--- config.mk ---
export PLATFORM = sky130hd
export DESIGN_NAME = mul_ctrl
export DESIGN_NICKNAME = d
export VERILOG_FILES = /design/src/rtl/mul_ctrl_pkg.sv /design/src/rtl/mul_ctrl.sv
export SDC_FILE = /design/constraint.sdc
export NUM_CORES = 1
export LEC_CHECK = 0
export BUFFER_PORTS_ARGS = -buffer_cell sky130_fd_sc_hd__clkbuf_2
export CAP_MARGIN = 20
export CORE_MARGIN = 8
export CORE_UTILIZATION = 40
export DETAILED_ROUTE_END_ITERATION = 8
export HOLD_SLACK_MARGIN = 0.08
export PLACE_DENSITY = 0.71
export SETUP_SLACK_MARGIN = 0.5
export SYNTH_ARGS = -nofsm -noshare
export SYNTH_HDL_FRONTEND = slang
export SYNTH_SLANG_ARGS = --single-unit
--- constraint.sdc ---
create_clock -name clk -period 4.3 [get_ports clk]
set_input_delay 0 -clock clk [delete_from_list [all_inputs] [get_ports clk]]
set_output_delay 0 -clock clk [all_outputs]
set_load 0.005 [all_outputs]
--- src/rtl/mul_ctrl_pkg.sv ---
// Shared op/state encodings and op-class helpers for the multiply sequencing controller.
package mul_ctrl_pkg;

    typedef enum logic [2:0] {
        OpNop   = 3'd0,
        OpMult  = 3'd1,
        OpMultu = 3'd2,
        OpMul   = 3'd3,
        OpMadd  = 3'd4,
        OpMaddu = 3'd5,
        OpMsub  = 3'd6,
        OpMsubu = 3'd7
    } mul_op_e;

    typedef enum logic [1:0] {
        StIdle,
        StBusy,
        StDone,
        StAbort
    } state_e;

    function automatic logic is_signed(input mul_op_e op);
        return (op == OpMult) || (op == OpMul) || (op == OpMadd) || (op == OpMsub);
    endfunction

    function automatic logic is_acc(input mul_op_e op);
        return (op == OpMadd) || (op == OpMaddu) || (op == OpMsub) || (op == OpMsubu);
    endfunction

    function automatic logic is_sub(input mul_op_e op);
        return (op == OpMsub) || (op == OpMsubu);
    endfunction

    function automatic logic writes_gpr(input mul_op_e op);
        return op == OpMul;
    endfunction

endpackage

--- src/rtl/mul_ctrl.sv ---
// Sequences one multiply-class op through the iterative multiplier: holds the start handshake,
// stalls EX while busy, applies HI/LO accumulate/subtract and issues a one-cycle writeback.
module mul_ctrl
    import mul_ctrl_pkg::*;
#(
    parameter int unsigned TIMEOUT = 48
) (
    input  logic        clk,
    input  logic        rst,
    input  logic        ex_valid_i,
    input  logic [2:0]  ex_op_i,
    input  logic [31:0] ex_rs_i,
    input  logic [31:0] ex_rt_i,
    input  logic [31:0] hi_i,
    input  logic [31:0] lo_i,
    input  logic        flush_i,
    output logic        stall_req_o,
    output logic        mul_start_o,
    output logic        mul_annul_o,
    output logic        mul_signed_o,
    output logic [31:0] mul_op1_o,
    output logic [31:0] mul_op2_o,
    input  logic [63:0] mul_result_i,
    input  logic        mul_ready_i,
    output logic        hilo_we_o,
    output logic [31:0] hi_o,
    output logic [31:0] lo_o,
    output logic        gpr_we_o,
    output logic [31:0] gpr_wdata_o,
    output logic        timeout_o
);

    localparam int unsigned CntW = (TIMEOUT > 1) ? $clog2(TIMEOUT) : 1;

    state_e          state_q;
    mul_op_e         op_q;
    logic [31:0]     rs_q;
    logic [31:0]     rt_q;
    logic [31:0]     hi_q;
    logic [31:0]     lo_q;
    logic            signed_q;
    logic [63:0]     res_q;
    logic [63:0]     res_d;
    logic [CntW-1:0] cnt_q;
    logic            accept;

    assign accept = (state_q == StIdle) && ex_valid_i && (ex_op_i != OpNop) && !flush_i;

    assign stall_req_o = accept || (state_q == StBusy) || ((state_q == StAbort) && ex_valid_i);

    assign mul_signed_o = signed_q;
    assign mul_op1_o    = rs_q;
    assign mul_op2_o    = rt_q;

    // A flush landing in the DONE cycle must still kill the writeback, so the strobes stay
    // combinational on flush_i.
    assign hilo_we_o   = (state_q == StDone) && !flush_i && !writes_gpr(op_q);
    assign gpr_we_o    = (state_q == StDone) && !flush_i && writes_gpr(op_q);
    assign hi_o        = res_q[63:32];
    assign lo_o        = res_q[31:0];
    assign gpr_wdata_o = res_q[31:0];

    always_comb begin
        res_d = mul_result_i;
        if (is_acc(op_q)) begin
            res_d = is_sub(op_q) ? ({hi_q, lo_q} - mul_result_i)
                                 : ({hi_q, lo_q} + mul_result_i);
        end
    end

    always_ff @(posedge clk) begin
        if (rst) begin
            state_q     <= StIdle;
            op_q        <= OpNop;
            rs_q        <= '0;
            rt_q        <= '0;
            hi_q        <= '0;
            lo_q        <= '0;
            signed_q    <= 1'b0;
            res_q       <= '0;
            cnt_q       <= '0;
            mul_start_o <= 1'b0;
            mul_annul_o <= 1'b0;
            timeout_o   <= 1'b0;
        end else begin
            mul_annul_o <= 1'b0;
            timeout_o   <= 1'b0;
            unique case (state_q)
                StIdle: begin
                    if (accept) begin
                        op_q        <= mul_op_e'(ex_op_i);
                        rs_q        <= ex_rs_i;
                        rt_q        <= ex_rt_i;
                        hi_q        <= hi_i;
                        lo_q        <= lo_i;
                        signed_q    <= is_signed(mul_op_e'(ex_op_i));
                        cnt_q       <= '0;
                        mul_start_o <= 1'b1;
                        state_q     <= StBusy;
                    end
                end
                StBusy: begin
                    cnt_q <= cnt_q + 1'b1;
                    if (flush_i) begin
                        mul_start_o <= 1'b0;
                        mul_annul_o <= 1'b1;
                        state_q     <= StAbort;
                    end else if (mul_ready_i) begin
                        res_q       <= res_d;
                        mul_start_o <= 1'b0;
                        state_q     <= StDone;
                    end else if (cnt_q == CntW'(TIMEOUT - 1)) begin
                        mul_start_o <= 1'b0;
                        mul_annul_o <= 1'b1;
                        timeout_o   <= 1'b1;
                        state_q     <= StAbort;
                    end
                end
                StDone:  state_q <= StIdle;
                StAbort: state_q <= StIdle;
                default: state_q <= StIdle;
            endcase
        end
    end

endmodule

==> results.yml, run 1 <==
route:
  drc: 0
  ant_nets: 0
  dr.pass1.iters: 5
  wl_um: 58130
  wl_per_cell_um: 19.36
  via_per_inst: 5.424
  first_iter_violations: 1090
  vias: 16290
clock_tree:
  clockBufferDepth: 3
  htree_levels: 1
  root_buffer: "clkbuf_16"
  cts_tree: "done"
  clkTransAtPathRegs_ns: 0.06
  clkSinkCount: 207
  cts_buffers: 25
  clk_latency_ns: 0.54
power_and_ir_drop:
  p_seq_frac: 0.353
  power.switching_mw: 1.719
  combPwrFrac: 0.262
  pwr-share-clk: 0.385
  p_per_area_nw_per_um2: 274.9
  ir_drop_uv: 322.7
  power_switching_share: 0.2943
  intPower_mw: 4.122
  p_leak_nw: 9.620
logic_synthesis:
  netlist_instances: 1760
  yosys-top-cells-area: "dfxtp_1 (32%), a21oi_1 (10%), nand2_1 (9.9%), ha_1 (6.2%), xnor2_1 (4.4%)"
  ys_types: 66
  syn-mean-instance-area_um2: 7.423
  synth_seq_area_share: 0.3172
  synth_edf_count: 0
  synthArstFlopShare: 0
  ys_seq_elements: 207
  synth_top_area_frac: 0.3172
  syn-num-nets: 2026
  yosysWarnings: 0
  synthFlopType: "dfxtp_1"
  netlist_area_um2: 13060
  synth_top_cell_by_area: "dfxtp_1"
sta:
  rsz0062_at_grt: "true"
  max-slew-margin-rel: 0.3544
  worst_pin_slew_ns: 0.9674
  hold_viol: 0
  max_freq_ghz: 0.2497
  slew_violations: 0
  fin_worst_skew_ns: 0.01673
  finalSetupViolCount: 0
  finalCritPeriodShare: 0.9313
  setup_ws_ns: 0.2955
  period_needed_ns: 4.005
cells_and_area:
  syn_to_final_growth_pct: 62.64
  layout.nets: 2808
  drive_gt1_frac: 0.3212
  final_cell_count_no_fill: 3003
  fin_area_um2: 21250
  finish.utilization: 0.6563
placed_design:
  hpwl_um: 40110
  gp_congestion: 0.9318
  post-place-cells: 2664
  pre_cts_ws_ns: -0.4886
  place_area_um2: 16760
  io_buffers: 366
worst_setup_path:
  crit_path_cell_trace: "buf_6 > or4_4 > or4_4 > nor3_4 > nand2_2 > or3_4 > buf_12 > nor2_4 > buf_6 > a31oi_2 > xnor2_2 > ha_2 > nand4_1 > or4_1 > nor4_2 > o21ai_0 > a211oi_2 > nor3b_1"
  critPathMaxFanout: 6
  critPathSlowestCell: "or4_4"
  crit_family: "simple AND/OR/NAND/NOR gates"
  cp_data_required_time_ns: 4.72
  worstSetupStartpointType: "primary input"
  slowest_delay_ns: 0.58
  endpoint_kind: "register"
  critPathBufInv: 3
  cp_data_arrival_time_ns: 4.43
  critical_path_class: "in2reg"
floorplanning:
  die_w_um: 196.7
  start_util: 0.4036
  io_pins: 367
  rows: 66
  die_h_um: 196.7
  die_area_um2: 38700
  coreArea_um2: 32370
min_path:
  hold_class: "in2reg"
grt:
  overflow: 0
  grt_pass1_wl_um: 89070
  grt_max_degree: 92
  grt_use_total: 0.2832
  grt_pass1_vias: 16510
  antenna_found_initial: 2
run:
  maxCapViolCount: 0
status:
  status: "complete, no violations"
==> worst paths after layout <==
check / cells after the start / start / endpoint / slack (ns)
worst max register to register: 16 / op_q[2] / res_q[63] / 0.52
worst min register to register: 2 / lo_q[0] / lo_q[0] / 0.46
worst max-delay path: 18 / mul_result_i[22] / res_q[63] / 0.30
worst min-delay path: 4 / mul_result_i[24] / res_q[24] / 0.09
==> power by group through the flow <==
stage | logic (mW) | registers, mW | clock network, mW
global placement | 1.20 | 2.09 | 0
CTS | 1.42 | 2.06 | 2.28
floorplan | 0.648 | 2.08 | 0
detailed placement | 1.21 | 2.10 | 0
finish | 1.53 | 2.06 | 2.25
global route | 1.65 | 2.07 | 2.37
==> metal layers <==
| layer | up-vias | global-route usage | wire length [um] |
|---|---|---|---|
| li1 | 7724 | - | - |
| met1 | 7674 | 0.3313 | 22900 |
| met2 | 753 | 0.4838 | 27730 |
| met3 | 136 | 0.07436 | 5194 |
| met4 | 0 | 0.1220 | 2306 |
| met5 | - | 0 | 0 |
==> cells in the mapped netlist, drive strengths merged, types with 7 or more instances <==
cell,instances
clkbuf,102
nor3,32
nor2b,9
a2111oi,7
nor2,131
nand3,24
o31ai,10
and3,12
nand2,346
a21o,41
xor2,54
a31oi,11
inv,21
or3,14
or2,7
a21oi,270
mux2i,29
nor4,13
a211oi,43
o21a,7
o21bai,15
nand4,22
nand2b,14
xnor2,65
o21ai,87
dfxtp,207
ha,65
buf,36
or4,9
==> state kept, by name (all words and copies together) (netlist names), 2 cells and up <==
register,flops
op_q,3
mul_op2_o,32
state_q,2
lo_q,32
mul_op1_o,32
cnt_q,6
hi_q,32
res_q,64
==> logic make-up (layout without fill, tap and decap cells) <==
| family | Yosys count | in the layout | synth area share |
|---|---|---|---|
| adders and majority gates | 66 | 66 | 0.06379 |
| AOI/OAI and AO/OA | 533 | 533 | 0.2438 |
| and+or+nand+nor | 646 | 646 | 0.2175 |
| other | 0 | 2 | 0 |
| xor gates and xnor gates | 119 | 119 | 0.07978 |
| DFF | 207 | 207 | 0.3172 |
| muxes | 30 | 30 | 0.02308 |
| buffers and inverters | 159 | 958 | 0.05488 |
==> metrics by stage <==
stage	hold WS, ns	power, mW	TNS, ns
after floorplan	0.1024	2.730	0
after global placement	0.2227	3.292	-4.858
after detailed placement	0.2289	3.307	-5.537
after CTS	0.04766	5.759	0
after global routing	0.09266	6.081	0
final	0.09174	5.841	0
==> cell type report <==
cell class / count / area, um^2
fillers: 2615 / 11120
well taps: 442 / 553.0
inverters: 21 / 78.83
multi-input cells: 1394 / 9026
diodes: 2 / 5.005
clock inverters: 11 / 170.2
clock buffers: 33 / 695.7
flip-flops and latches: 207 / 4146
repair buffers: 893 / 6571
==> timing repair <==
item	CTS	global route
cloned	0	0
hold buffers	259	0
pin swaps	16	37
buffers inserted	17	17
endpoints found under the hold margin	200	0
setup endpoints to repair	28	36
gates resized for setup	51	115
==> tightest hold or removal path, stage by stage <==
cell and delay, ns:
clkbuf_2 0.10, buf_4 0.14, mux2i_1 0.20, a211oi_1 0.12
==> cell usage in the layout (no fill, tap or decap), drive strengths merged, types with 10 or more instances in the layout <==
| cell type | instances |
|---|---|
| nand4 | 22 |
| and3 | 12 |
| clkbuf | 394 |
| nor2 | 131 |
| xnor2 | 65 |
| or3 | 14 |
| o21ai | 87 |
| nor4 | 13 |
| inv | 22 |
| a21oi | 270 |
| a31oi | 11 |
| nand2 | 346 |
| buf | 273 |
| o31ai | 10 |
| ha | 65 |
| a211oi | 43 |
| a21o | 41 |
| nor3 | 32 |
| nand2b | 14 |
| o21bai | 15 |
| xor2 | 54 |
| dfxtp | 207 |
| mux2i | 29 |
| nand3 | 24 |
| dlygate4sd3 | 259 |
No activity file was read; power rests on OpenSTA's default activity.
==> run 2: changes to the inputs <==
Settings changed: CELL_PAD_IN_SITES_DETAIL_PLACEMENT set to 2, CELL_PAD_IN_SITES_GLOBAL_PLACEMENT set to 2, CORE_UTILIZATION 40 to 26, PLACE_DENSITY 0.71 to 0.81.
==> run 2 against run 1 <==
  * The flow now finishes with violations (setup timing)
  * First-iteration DRC count shrank 17%
  * Core utilization shrank 19 points
  * Global-route usage grew 0.40 points
  * Largest cell class unchanged
  * Sequential power is essentially flat
==> results.yml, run 2 (same netlist as run 1, synthesis figures left out) <==
cells_and_area:
  layout.nets: 2909
  top_register: "res_q"
  largest_register_ffs: 64
  drive_gt1_frac: 0.3715
  finish.utilization: 0.4657
  layout_commonest_cell: "clkbuf_2"
  syn_to_final_growth_pct: 77.77
  final_cell_mix: "clkbuf_2 (363), nand2_1 (326), buf_4 (298)"
  final_cell_count_no_fill: 3338
sta:
  max_freq_ghz: 0.2202
  slew_violations: 0
  worst_pin_slew_ns: 1.257
  max-slew-margin-rel: 0.1611
  setup_ws_ns: -0.2412
  period_needed_ns: 4.541
  finalCritPeriodShare: 1.056
  fin_worst_skew_ns: 0.02139
  hold_viol: 0
  finalSetupViolCount: 9
  rsz0062_at_grt: "true"
  whs_ns: 0.09325
floorplanning:
  io_pins: 367
  die_h_um: 240.2
  die_area_um2: 57670
  coreArea_um2: 49860
  start_util: 0.2620
  rows: 82
  die_w_um: 240.2
route:
  wl_um: 95680
  ant_nets: 0
  drc: 0
  dr.pass1.iters: 5
  vias: 17990
  wl_per_cell_um: 28.66
  via_per_inst: 5.389
  first_iter_violations: 910
worst_setup_path:
  critPathBufInv: 6
  reg2reg_from: "op_q[1]"
  cp_data_required_time_ns: 4.81
  crit_top_cell: "buf_6"
  endpoint_kind: "register"
  rr_worst_depth: 21
  crit_family: "compound AO/OA/AOI/OAI gates"
  worstSetupStartpointType: "primary input"
  crit_start: "mul_result_i[22]"
  rrSetupSlack_ns: 0.06
  rr_endpoint: "res_q[51]"
  crit_path_cell_trace: "buf_6 > or4_4 > buf_6 > or4_4 > nor3_4 > nand2_4 > o41ai_4 > xor2_2 > ha_4 > a21o_1 > a21o_1 > a221oi_2 > nor2_1 > a311o_1 > a2111oi_4 > buf_4 > buf_6 > o31ai_4 > buf_4 > buf_6 > xor2_1 > nand2_1 > a21oi_2"
  critPathSlowestCell: "or4_4"
  cp.depth: 23
  slowest_delay_ns: 0.56
  cp_data_arrival_time_ns: 5.05
  critical_path_class: "in2reg"
  critPathMaxFanout: 5
clock_tree:
  clockBufferDepth: 3
  root_buffer: "clkbuf_16"
  clk_latency_ns: 0.59
  cts_buffers: 26
  cts_tree: "done"
  clkSinkCount: 207
  clkTransAtPathRegs_ns: 0.07
  htree_levels: 1
placed_design:
  gp_congestion: 0.8942
  hpwl_um: 51890
  io_buffers: 366
  post-place-cells: 2926
run:
  maxCapViolCount: 0
grt:
  overflow: 0
  grt_pass1_wl_um: 128600
  grt_use_total: 0.2872
  grt_max_degree: 115
  grt_pass1_vias: 20380
  antenna_found_initial: 5
power_and_ir_drop:
  p_per_area_nw_per_um2: 277.5
  ir_drop_uv: 347.3
  p_leak_nw: 10.37
status:
  violations: "setup timing"
  status: "finished, violations left"
min_path:
  hold_class: "in2reg"
  holdPathEnd: "mul_op1_o[22]"
  min-delay-start: "rst"
  hold_path_depth: 2
## run 2: cell types whose count changed in the layout (fill, tap and decap cells not counted), sizes merged
cell	delta
buf	+78
clkbuf	+5
clkinv	-2
clkinvlp	+3
dlygate4sd3	+20
inv	-1
diode	+2
## run 2: routing by layer
layer	routed length (um)	track usage	share of wire
met5	8	0	0.000084
met4	5213	0.1173	0.054
met3	5644	0.05764	0.059
met2	49740	0.5443	0.52
met1	35070	0.3067	0.37
## run 2: worst register-to-register path, cell delays in order (launching register included)
cell	delay (ns)
dfxtp_2	0.34
nand2_2	0.13
buf_12	0.19
buf_4	0.39
o41ai_4	0.15
buf_4	0.18
buf_6	0.13
xor2_4	0.16
ha_4	0.28
a21o_1	0.19
a21o_1	0.23
a21oi_2	0.27
inv_1	0.14
a2111oi_4	0.32
buf_4	0.21
buf_6	0.12
o31ai_4	0.05
buf_4	0.15
buf_6	0.11
xor2_1	0.16
nand2_1	0.10
a21oi_2	0.16
## run 2: timing repair
action                                 CTS  global route
hold buffers                           278             1
pin swaps                               73            95
gates cloned                             0             0
endpoints found under the hold margin  205             1
setup endpoints to repair               35            42
buffers inserted                        25            56
gates resized for setup                141           214
## run 2: where the power goes
part | internal, mW | switching, mW
Clock | 1.40 | 1.03
Sequential | 2.00 | 0.0771
Combinational | 0.871 | 1.06
## run 2: how the worst max path moves through the flow
stage	slack, ns	endpoint
floorplan	0.25	res_q[62]
global placement	-0.37	res_q[63]
detailed placement	-0.65	res_q[63]
CTS	0.26	res_q[62]
global route	-0.31	res_q[51]
finish	-0.24	res_q[51]
## run 2: stage by stage
stage                     power [mW]  worst slack [ns]  area, um^2  setup TNS, ns
final                          6.444           -0.2412       23220         -1.043
after detailed placement       3.405           -0.6481       17260         -9.606
after global routing           6.634           -0.3065       23220         -1.804
after global placement         3.340           -0.3700       17260         -3.762
after floorplan                2.730            0.2525       13230              0
after CTS                      6.079            0.2601       21750              0
## run 2: cell type report
type / count / area [um^2]
timing repair buffer: 993 / 7498
inverter: 21 / 78.83
sequential: 207 / 4146
multi-input combinational: 1394 / 9749
antenna: 4 / 10.01
tap: 672 / 840.8
clock inverter: 11 / 191.4
clock buffer: 36 / 708.2
fill: 5424 / 26640
==> run 3: changes to the inputs <==
Settings changed: SETUP_SLACK_MARGIN 0.5 to 0.4.
==> run 3 against run 2 <==
  * The flow still finishes with violations (setup timing)
  * Die area is the same
  * Maximum frequency grew 3.4%
  * Power decreased by 4.3%
  * Wire length down 3.6%
==> results.yml, run 3 (same netlist as run 1, synthesis figures left out) <==
floorplanning:
  coreArea_um2: 49860
  rows: 82
  start_util: 0.2620
  die_h_um: 240.2
  io_pins: 367
  die_area_um2: 57670
  die_w_um: 240.2
worst_setup_path:
  rr_endpoint: "res_q[36]"
  critPathSlowestCell: "or4_4"
  slowest_delay_ns: 0.55
  crit_path_cell_trace: "buf_6 > or4_4 > buf_6 > or4_4 > nor3_4 > nand2_4 > buf_4 > nor4_4 > buf_4 > a21oi_2 > xnor2_1 > ha_2 > buf_4 > nand4_1 > nor2_1 > a311o_1 > a2111oi_4 > buf_4 > buf_4 > nor4_4 > or3_4 > a211oi_2 > nor3b_1"
  cp_data_required_time_ns: 4.75
  rrSetupSlack_ns: 0.11
  critPathMaxFanout: 5
  endpoint_kind: "register"
  critical_path_class: "in2reg"
  rr_worst_depth: 18
  worstSetupStartpointType: "primary input"
  cp_data_arrival_time_ns: 4.84
  reg2reg_from: "op_q[1]"
  crit_top_cell: "buf_4"
route:
  drc: 0
  dr.pass1.iters: 5
  wl_um: 92210
  wl_per_cell_um: 27.94
  vias: 17680
  via_per_inst: 5.359
  first_iter_violations: 899
  ant_nets: 0
cells_and_area:
  fillCellCount: 5543
  drive_gt1_frac: 0.3592
  fin_area_um2: 22490
  final_cell_mix: "clkbuf_2 (364), nand2_1 (338), buf_4 (299)"
  top_register: "res_q"
  layout_commonest_cell: "clkbuf_2"
  largest_register_ffs: 64
  syn_to_final_growth_pct: 72.15
  layout.nets: 2868
  finish.utilization: 0.4510
grt:
  overflow: 0
  antenna_found_initial: 10
  grt_use_total: 0.2770
  grt_pass1_wl_um: 124200
  grt_pass1_vias: 20030
  grt_max_degree: 131
clock_tree:
  htree_levels: 1
  clkTransAtPathRegs_ns: 0.06
  cts_buffers: 26
  root_buffer: "clkbuf_16"
  clkSinkCount: 207
  cts_tree: "done"
  clockBufferDepth: 3
  clk_latency_ns: 0.58
min_path:
  hold_class: "in2reg"
  hold_path_depth: 6
  holdPathEnd: "res_q[11]"
  min-delay-start: "mul_result_i[11]"
sta:
  period_needed_ns: 4.394
  max_freq_ghz: 0.2276
  fin_worst_skew_ns: 0.02545
  slew_violations: 0
  setup_ws_ns: -0.09383
  max-slew-margin-rel: 0.2956
  hold_viol: 0
  finalCritPeriodShare: 1.022
  rsz0062_at_grt: "true"
  worst_pin_slew_ns: 1.057
  finalSetupViolCount: 9
power_and_ir_drop:
  p_per_area_nw_per_um2: 274.3
  total_power_mw: 6.169
  ir_drop_uv: 312.7
  p_leak_nw: 10.04
placed_design:
  hpwl_um: 52410
  io_buffers: 366
  gp_congestion: 0.8791
  place_area_um2: 17270
status:
  violations: "setup timing"
  status: "finished, violations left"
run:
  maxCapViolCount: 0
## run 3: layer usage
| metal | share of wire | global-route usage | vias up |
|---|---|---|---|
| met1 | 0.37 | 0.2962 | 8885 |
| li1 | - | - | 7838 |
| met5 | 0.00012 | 0 | - |
| met2 | 0.52 | 0.5188 | 688 |
| met4 | 0.052 | 0.1143 | 2 |
| met3 | 0.060 | 0.06211 | 271 |
## run 3: final cells by class
type / count / area [um^2] / share of cell area
tap: 672 / 840.8 / 0.03739
multi-input combinational: 1394 / 9452 / 0.4203
inverter: 21 / 78.83 / 0.003505
timing repair buffer: 952 / 7086 / 0.3151
sequential: 207 / 4146 / 0.1844
clock inverter: 7 / 66.31 / 0.002949
antenna: 8 / 20.02 / 0.0008902
clock buffer: 39 / 799.5 / 0.03555
## run 3: worst max-delay path by stage
| stage | start | endpoint | slack [ns] | depth (start not counted) |
|---|---|---|---|---|
| final | mul_result_i[22] | res_q[63] | -0.09 | 23 |
| after global placement | mul_result_i[22] | res_q[63] | -0.45 | 23 |
| after CTS | mul_result_i[19] | res_q[63] | 0.17 | 23 |
| after global routing | mul_result_i[22] | res_q[63] | -0.22 | 25 |
| after detailed placement | mul_result_i[22] | res_q[63] | -0.68 | 23 |
| after floorplan | mul_result_i[5] | res_q[63] | 0.23 | 18 |
## run 3: critical path: cells and delay by family
family,cells,cell delay [ns]
simple gates,10,2.27
buf+inv,7,1.02
compound gates,4,0.94
fa+ha+maj,1,0.35
xor+xnor,1,0.24
## run 3: report_power, final
part	switching, mW	leakage (nW)	internal (mW)
combinational	1.01	7.93	0.811
clock	0.988	0.427	1.29
sequential	0.0761	1.68	2.00
## run 3: stage by stage
stage / cells / hold slack (ns) / worst slack, ns / TNS, ns
6_report: 3300 / 0.1418 / -0.09383 / -0.4735
5_1_grt: 3299 / 0.1490 / -0.2161 / -2.563
4_1_cts: 3250 / 0.08506 / 0.1693 / 0
3_5_place_dp: 2925 / 0.2323 / -0.6820 / -11.70
3_3_place_gp: 2925 / 0.2217 / -0.4521 / -4.652
2_1_floorplan: 1760 / 0.1024 / 0.2255 / 0
## run 3: what timing repair did
action | CTS | global route
hold endpoints to repair | 204 | 0
hold buffers | 259 | 0
setup buffers | 19 | 41
pin swaps | 51 | 76
setup endpoints to repair | 37 | 36
gates resized for setup | 105 | 166
cloned | 1 | 0
